**src/rtl/minne_ctrl.sv**
```systemverilog
// rtl/minne_ctrl.sv - settle/strobe access sequencer for the 8-word memory array
// Single or burst reads/writes; address wraps 7->0; read data registered for the consumer.
module minne_ctrl #(
   parameter int DATA_W = 4
) (
   input  logic              i_clk,
   input  logic              i_reset,
   input  logic              i_req,
   output logic              o_req_ready,
   input  logic              i_rw,
   input  logic [2:0]        i_start_adr,
   input  logic [2:0]        i_burst_len,
   input  logic [DATA_W-1:0] i_wdata,
   output logic              o_wready,
   output logic              o_adr2,
   output logic              o_adr1,
   output logic              o_adr0,
   output logic              o_select,
   output logic              o_write_en,
   output logic [DATA_W-1:0] o_mem_wdata,
   input  logic [DATA_W-1:0] i_mem_rdata,
   output logic [DATA_W-1:0] o_rdata,
   output logic              o_rvalid,
   output logic              o_done
);

   typedef enum logic [1:0] {
      IDLE   = 2'd0,
      SETUP  = 2'd1,
      STROBE = 2'd2,
      DONE   = 2'd3
   } state_t;

   state_t            r_state;
   logic              r_rw;
   logic [2:0]        r_cnt;
   logic [2:0]        r_adr;
   logic              r_req_ready;
   logic              r_select;
   logic              r_write_en;
   logic              r_wready;
   logic [DATA_W-1:0] r_rdata;
   logic              r_rvalid;
   logic              r_done;

   always_ff @(posedge i_clk or posedge i_reset) begin
      if (i_reset) begin
         r_state     <= IDLE;
         r_rw        <= 1'b0;
         r_cnt       <= 3'd0;
         r_adr       <= 3'd0;
         r_req_ready <= 1'b1;
         r_select    <= 1'b0;
         r_write_en  <= 1'b0;
         r_wready    <= 1'b0;
         r_rdata     <= '0;
         r_rvalid    <= 1'b0;
         r_done      <= 1'b0;
      end else begin
         // rvalid and done are single-cycle pulses unless re-armed below
         r_rvalid <= 1'b0;
         r_done   <= 1'b0;
         case (r_state)
            IDLE: begin
               if (i_req) begin
                  r_rw        <= i_rw;
                  r_cnt       <= i_burst_len;
                  r_adr       <= i_start_adr;
                  r_req_ready <= 1'b0;
                  r_state     <= SETUP;
               end
            end
            SETUP: begin
               r_select   <= 1'b1;
               r_write_en <= r_rw;
               r_wready   <= r_rw;
               r_state    <= STROBE;
            end
            STROBE: begin
               r_select   <= 1'b0;
               r_write_en <= 1'b0;
               r_wready   <= 1'b0;
               if (!r_rw) begin
                  r_rdata  <= i_mem_rdata;
                  r_rvalid <= 1'b1;
               end
               if (r_cnt == 3'd0) begin
                  r_done  <= 1'b1;
                  r_state <= DONE;
               end else begin
                  r_cnt   <= r_cnt - 3'd1;
                  r_adr   <= r_adr + 3'd1;
                  r_state <= SETUP;
               end
            end
            DONE: begin
               r_req_ready <= 1'b1;
               r_state     <= IDLE;
            end
            default: r_state <= IDLE;
         endcase
      end
   end

   assign o_req_ready = r_req_ready;
   assign o_select    = r_select;
   assign o_write_en  = r_write_en;
   assign o_wready    = r_wready;
   assign o_adr2      = r_adr[2];
   assign o_adr1      = r_adr[1];
   assign o_adr0      = r_adr[0];
   assign o_mem_wdata = r_write_en ? i_wdata : '0;
   assign o_rdata     = r_rdata;
   assign o_rvalid    = r_rvalid;
   assign o_done      = r_done;

endmodule

```
**config.mk**
```make
export PLATFORM = sky130hd
export DESIGN_NAME = minne_ctrl
export DESIGN_NICKNAME = d
export VERILOG_FILES = /design/src/rtl/minne_ctrl.sv
export SDC_FILE = /design/constraint.sdc
export NUM_CORES = 1
export LEC_CHECK = 0
export BUFFER_PORTS_ARGS = -buffer_cell sky130_fd_sc_hd__buf_2
export CORE_UTILIZATION = 48
export DETAILED_ROUTE_END_ITERATION = 12
export PLACE_DENSITY = 0.84
export SETUP_SLACK_MARGIN = 0.1
export SYNTH_ARGS = -nofsm -noshare
export SYNTH_HDL_FRONTEND = slang
export SYNTH_SLANG_ARGS = --single-unit
```
**constraint.sdc**
```tcl
create_clock -name i_clk -period 2.19 [get_ports i_clk]
set_clock_uncertainty 0.15 [all_clocks]
set_input_delay 0.438 -clock i_clk [delete_from_list [all_inputs] [get_ports i_clk]]
set_output_delay 0.438 -clock i_clk [all_outputs]
set_load 0.005 [all_outputs]
```
==> results.toml, run 1 <==
[pwr]
p_int_mw = 0.980
swShare = 0.374
p_per_area_nw_per_um2 = 1310
clock_power_share = 0.130
seqPwrFrac = 0.386
p_leak_nw = 0.621
p_switching_mw = 0.586
vdd_drop_max_uv = 752
p_comb_frac = 0.484
power_mw = 1.57

[route]
first_pass_iters = 4
vias_per_cell = 5.01
wl_mm = 1.74
drtAntennaViolNets = 0
drt_iter0_drc = 6
avgRoutedWirePerCell_um = 11.8
drc_errors = 0
num_vias = 742

[finish]
multiInputGateArea_um2 = 474
fin_util = 0.616
drive_gt1_frac = 0.397
area_delta_synth_final_pct = 21.5
n_antenna_cell = 0
final-seq-area_um2 = 452
final_cell_count_no_fill = 148
final_nets = 148
fill_cells = 188
fin_area_um2 = 1200

[clock_tree]
clock_latency_ns = 0.29
post_cts_buffers = 0
cts.path.max_buffers = 2
path_clk_slew_ns = 0.10
clockRootBuffer = "clkbuf_4"
cts-hold-fix-buffers = 0
cts_tree = "built"
numCtsBuffers = 3
cts.sinks = 18
h-tree-depth = 1

[yosys]
netlist_top_cells_count = "dfrtp_1, ha_1, inv_1"
yosys.cell_count.top_type = "dfrtp_1"
yosysTopAreaCellShare = 0.432
syn_avg_cell_area_um2 = 11.2
synth-simple-area-share = 0.133
seq_area_frac_synth = 0.459
syn_inst = 88
synth_cell_types = 27
syn-cell-area_um2 = 985
synth-xor-area-share = 0.00889
synth-warning-count = 0
synth_edf_count = 0
synthMuxAreaShare = 0.122
synth_compound_area_frac = 0.107
ys.flop_type = "dfrtp_1"
syn_nets = 114
ys_seq_elements = 18
synth_top_family_by_area = "simple AND/OR/NAND/NOR gates"
synth.largest_area_cell = "dfrtp_1"
synthTopCellsByArea = "dfrtp_1, ha_1, mux2_2"
async_flop_share = 1.00
yosys.area_share.adder = 0.102

[worst_hold_path]
holdCritPathClass = "in2async"

[placed_design]
gp_congestion = 0.769
port_buffers = 34
place_hpwl_mm = 1.34
place_area_um2 = 1150
numPlacedInstances = 144

[timing]
final_max_slew_viol_count = 0
setup-violations-final = 0
hold_viol_final = 0
fmax_mhz = 513
worst_slew_pin_slew_ns = 0.666
maxSlewHeadroom = 0.556
min_period_ns = 1.95
rsz0062_at_grt = "no"
finalCritPeriodShare = 0.890
finalSetupTns_ns = 0

[worst_setup_path]
cp-end-kind = "register"
worstPathMaxFanout = 6
worstPathArrival_ns = 1.99
crit_type = "reg2reg"
crit_path_start_kind = "register"
worstPathRequired_ns = 2.23

[global_routing]
grt_max_degree = 19
overflow = 0
grt_pass1_vias = 636
antenna_found_initial = 0
grt_first_pass_wirelength_mm = 2.59
grtUsageTotal = 0.173

[die]
die_area_um2 = 2240
start_util = 0.507
ios = 35
core_area_um2 = 1940
num_rows = 16
die_width_um = 47.3
die_h_um = 47.3

[flow_run]
drv_cap = 0

[status]
outcome = "completed"
metrics by stage:
step / setup slack (ns) / hold WS, ns
6_report: 0.242 / 0.0756
3_3_place_gp: 0.228 / 0.333
2_1_floorplan: 0.350 / 0.226
4_1_cts: 0.226 / 0.104
5_1_grt: 0.150 / 0.133
3_5_place_dp: 0.104 / 0.340
registers in the layout (all words and copies together) (netlist names), 2 cells and up:
signal and count:
o_rdata 4, r_state 2, r_adr 3, r_cnt 3
critical path, cell delays in order (launching register included):
cell	delay, ns
dfrtp_1	0.37
inv_1	0.11
ha_1	0.29
and3b_1	0.27
or2_1	0.33
a211o_1	0.31
placed cells by master (no fill, tap or decap), types with 2 or more instances in the layout:
| cell | n |
|---|---|
| ha_1 | 8 |
| inv_1 | 8 |
| nand3b_1 | 2 |
| mux2i_1 | 5 |
| o31ai_1 | 3 |
| o31ai_2 | 2 |
| o21ai_0 | 7 |
| nor2b_1 | 4 |
| dfrtp_1 | 17 |
| and2_1 | 4 |
| clkbuf_4 | 3 |
| nand2_1 | 3 |
| mux2_2 | 5 |
| nor2_1 | 4 |
| buf_2 | 34 |
final cells by class:
type                       count  share of cell area
clock buffer                   4              0.0303
inverter                       8              0.0251
multi-input combinational     57               0.396
sequential                    18               0.378
tap                           27              0.0282
timing repair buffer          34               0.142
path summary, 6_finish.rpt:
check	startpoint	endpoint	slack, ns	depth (start not counted)
max	r_state[0]	r_adr[2]	0.24	5
min	i_reset	o_rdata[1]	0.08	2
max reg2reg	r_state[0]	r_adr[2]	0.24	5
min reg2reg	o_rdata[2]	o_rdata[2]	0.36	1
max in group asynchronous	i_reset	o_wready	1.39	2
min in group i_clk	i_mem_rdata[1]	o_rdata[1]	0.22	2
timing repair:
item | in CTS | in global routing
cloned | 0 | 0
endpoints found under the setup margin | 1 | 1
resized for setup | 1 | 1
cells by family after synthesis:
group	Yosys count
fa+ha+maj	8
mux	11
buf+inv	13
flops	18
xor+xnor	1
simple gates	22
compound gates	15
routing by layer:
| layer | track usage | up-vias | part of all wire |
|---|---|---|---|
| met3 | 0.0385 | 4 | 0.052 |
| li1 | - | 363 | - |
| met2 | 0.277 | 26 | 0.48 |
| met5 | 0 | - | 0 |
| met4 | 0.126 | 0 | 0.022 |
| met1 | 0.202 | 349 | 0.45 |
power by group through the flow:
stage | clock network [mW] | logic, mW | registers, mW
finish | 0.203 | 0.758 | 0.604
global placement | 0 | 0.721 | 0.604
floorplan | 0 | 0.550 | 0.606
global route | 0.225 | 0.863 | 0.627
CTS | 0.208 | 0.751 | 0.607
detailed placement | 0 | 0.748 | 0.612
(Power assumes the default switching activity.)
==> run 2, diff against run 1 <==
--- a/config.mk
+++ b/config.mk
@@ -6,8 +6,10 @@
 export NUM_CORES = 1
 export LEC_CHECK = 0
 export BUFFER_PORTS_ARGS = -buffer_cell sky130_fd_sc_hd__buf_2
+export CAP_MARGIN = 20
 export CORE_UTILIZATION = 48
 export DETAILED_ROUTE_END_ITERATION = 12
+export MAX_ROUTING_LAYER = met4
 export PLACE_DENSITY = 0.84
 export SETUP_SLACK_MARGIN = 0.1
 export SYNTH_ARGS = -nofsm -noshare
==> run 2 against run 1 <==
Compared with the run above: global-route usage is 0.57 points higher; register-to-register slack hardly changed; fmax hardly changed; largest power group unchanged; sequential share of layout area stayed put; die area stayed put; highest routed layer unchanged; via count is 0.40% lower; critical path type unchanged; wire length is 0.17% higher; critical endpoint unchanged; clock-buffer cell count stayed put; worst setup slack hardly changed.
==> results.toml, run 2 (synthesis results as in run 1) <==
[status]
outcome = "completed"

[global_routing]
grt_pass1_vias = 638
overflow = 0
grtUsageTotal = 0.179
grt_max_degree = 19
grt_first_pass_wirelength_mm = 2.59
antenna_found_initial = 0

[finish]
fin_util = 0.616
final_nets = 148
final_cell_count_no_fill = 148
layout_common_cells = "buf_2, dfrtp_1, inv_1, ha_1, o21ai_0"
n_antenna_cell = 0
layout_commonest_cell = "buf_2"
area_delta_synth_final_pct = 21.5
largest_reg_flops = 4
fill_cells = 188
drive_gt1_frac = 0.397

[clock_tree]
cts-hold-fix-buffers = 0
post_cts_buffers = 0
cts.path.max_buffers = 2
numCtsBuffers = 3
clockRootBuffer = "clkbuf_4"
h-tree-depth = 1
cts.sinks = 18
path_clk_slew_ns = 0.10
cts_tree = "built"
clock_latency_ns = 0.29

[timing]
setup-violations-final = 0
min_period_ns = 1.95
fin_ws_ns = 0.242
finalCritPeriodShare = 0.890
worst_slew_pin_slew_ns = 0.665
rsz0062_at_grt = "no"
hold_viol_final = 0
final_max_slew_viol_count = 0
finalSetupTns_ns = 0
fmax_mhz = 513
maxSlewHeadroom = 0.556

[worst_setup_path]
startpoint = "r_state[0]"
crit_path_start_kind = "register"
r2r-start = "r_state[0]"
worstReg2RegEnd = "r_adr[2]"
reg2reg_slack_ns = 0.24
crit_type = "reg2reg"
worstPathRequired_ns = 2.23
worstPathArrival_ns = 1.99
cp-end-kind = "register"
worstPathMaxFanout = 6
reg2reg_depth = 5

[placed_design]
gp_congestion = 0.780
pre_cts_slack_ns = 0.104
numPlacedInstances = 144
port_buffers = 34
place_hpwl_mm = 1.34

[flow_run]
drv_cap = 0

[route]
wl_met3_um = 93
num_vias = 739
dr_wl_met2_um = 826
avgRoutedWirePerCell_um = 11.8
met1_length_um = 788
vias_per_cell = 4.99
drc_errors = 0
first_pass_iters = 4
drt_iter0_drc = 8
highest_layer = "met4"
drtAntennaViolNets = 0
wl_mm = 1.75

[pwr]
p_per_area_nw_per_um2 = 1310
vdd_drop_max_uv = 752
p_leak_nw = 0.621

[die]
start_util = 0.507
ios = 35
die_width_um = 47.3
core_area_um2 = 1940
num_rows = 16
die_area_um2 = 2240
die_h_um = 47.3

[worst_hold_path]
holdCritPathClass = "in2async"
-- run 2: cell counts in the layout (fill, tap and decap cells not counted) --
Identical to the previous run, type by type.
-- run 2: how the worst max path moves through the flow --
| stage | end | cells after the start | slack [ns] |
|---|---|---|---|
| finish | r_adr[2] | 5 | 0.24 |
| global route | r_adr[2] | 5 | 0.15 |
| CTS | r_cnt[1] | 5 | 0.23 |
| detailed placement | r_adr[1] | 5 | 0.10 |
| global placement | r_cnt[1] | 5 | 0.23 |
| floorplan | r_adr[2] | 7 | 0.35 |
-- run 2: area by class of cell --
cell class              count  area (um^2)  share of cell area
multi-input cells          57          474               0.396
well taps                  27         33.8              0.0282
repair buffers             34          170               0.142
clock buffers               4         36.3              0.0303
inverters                   8         30.0              0.0251
flip-flops and latches     18          452               0.378
-- run 2: worst max-delay path, cell delays in order, from the launching register on --
cell and delay (ns):
dfrtp_1 0.37, inv_1 0.11, ha_1 0.29, and3b_1 0.27
or2_1 0.33, a211o_1 0.31
-- run 2: per-stage QoR --
step	hold slack (ns)	cell area [um^2]	power (mW)
CTS	0.104	1190	1.57
detailed placement	0.340	1150	1.36
finish	0.0731	1200	1.57
floorplan	0.226	985	1.16
global route	0.133	1200	1.72
global placement	0.333	1150	1.33
-- run 2: layer usage --
layer,vias up,GRT usage
met4,0,0.126
li1,362,-
met2,28,0.277
met5,-,-
met3,4,0.0385
met1,345,0.202
-- run 2: power breakdown --
part / switching, mW / internal, mW / total [mW]
Combinational: 0.374 / 0.384 / 0.758
Sequential: 0.109 / 0.495 / 0.605
Clock: 0.103 / 0.101 / 0.204
-- run 2: repair_timing --
action                     in CTS  in global routing
setup endpoints to repair       1                  1
resized for setup               1                  1
pin swaps                       0                  0
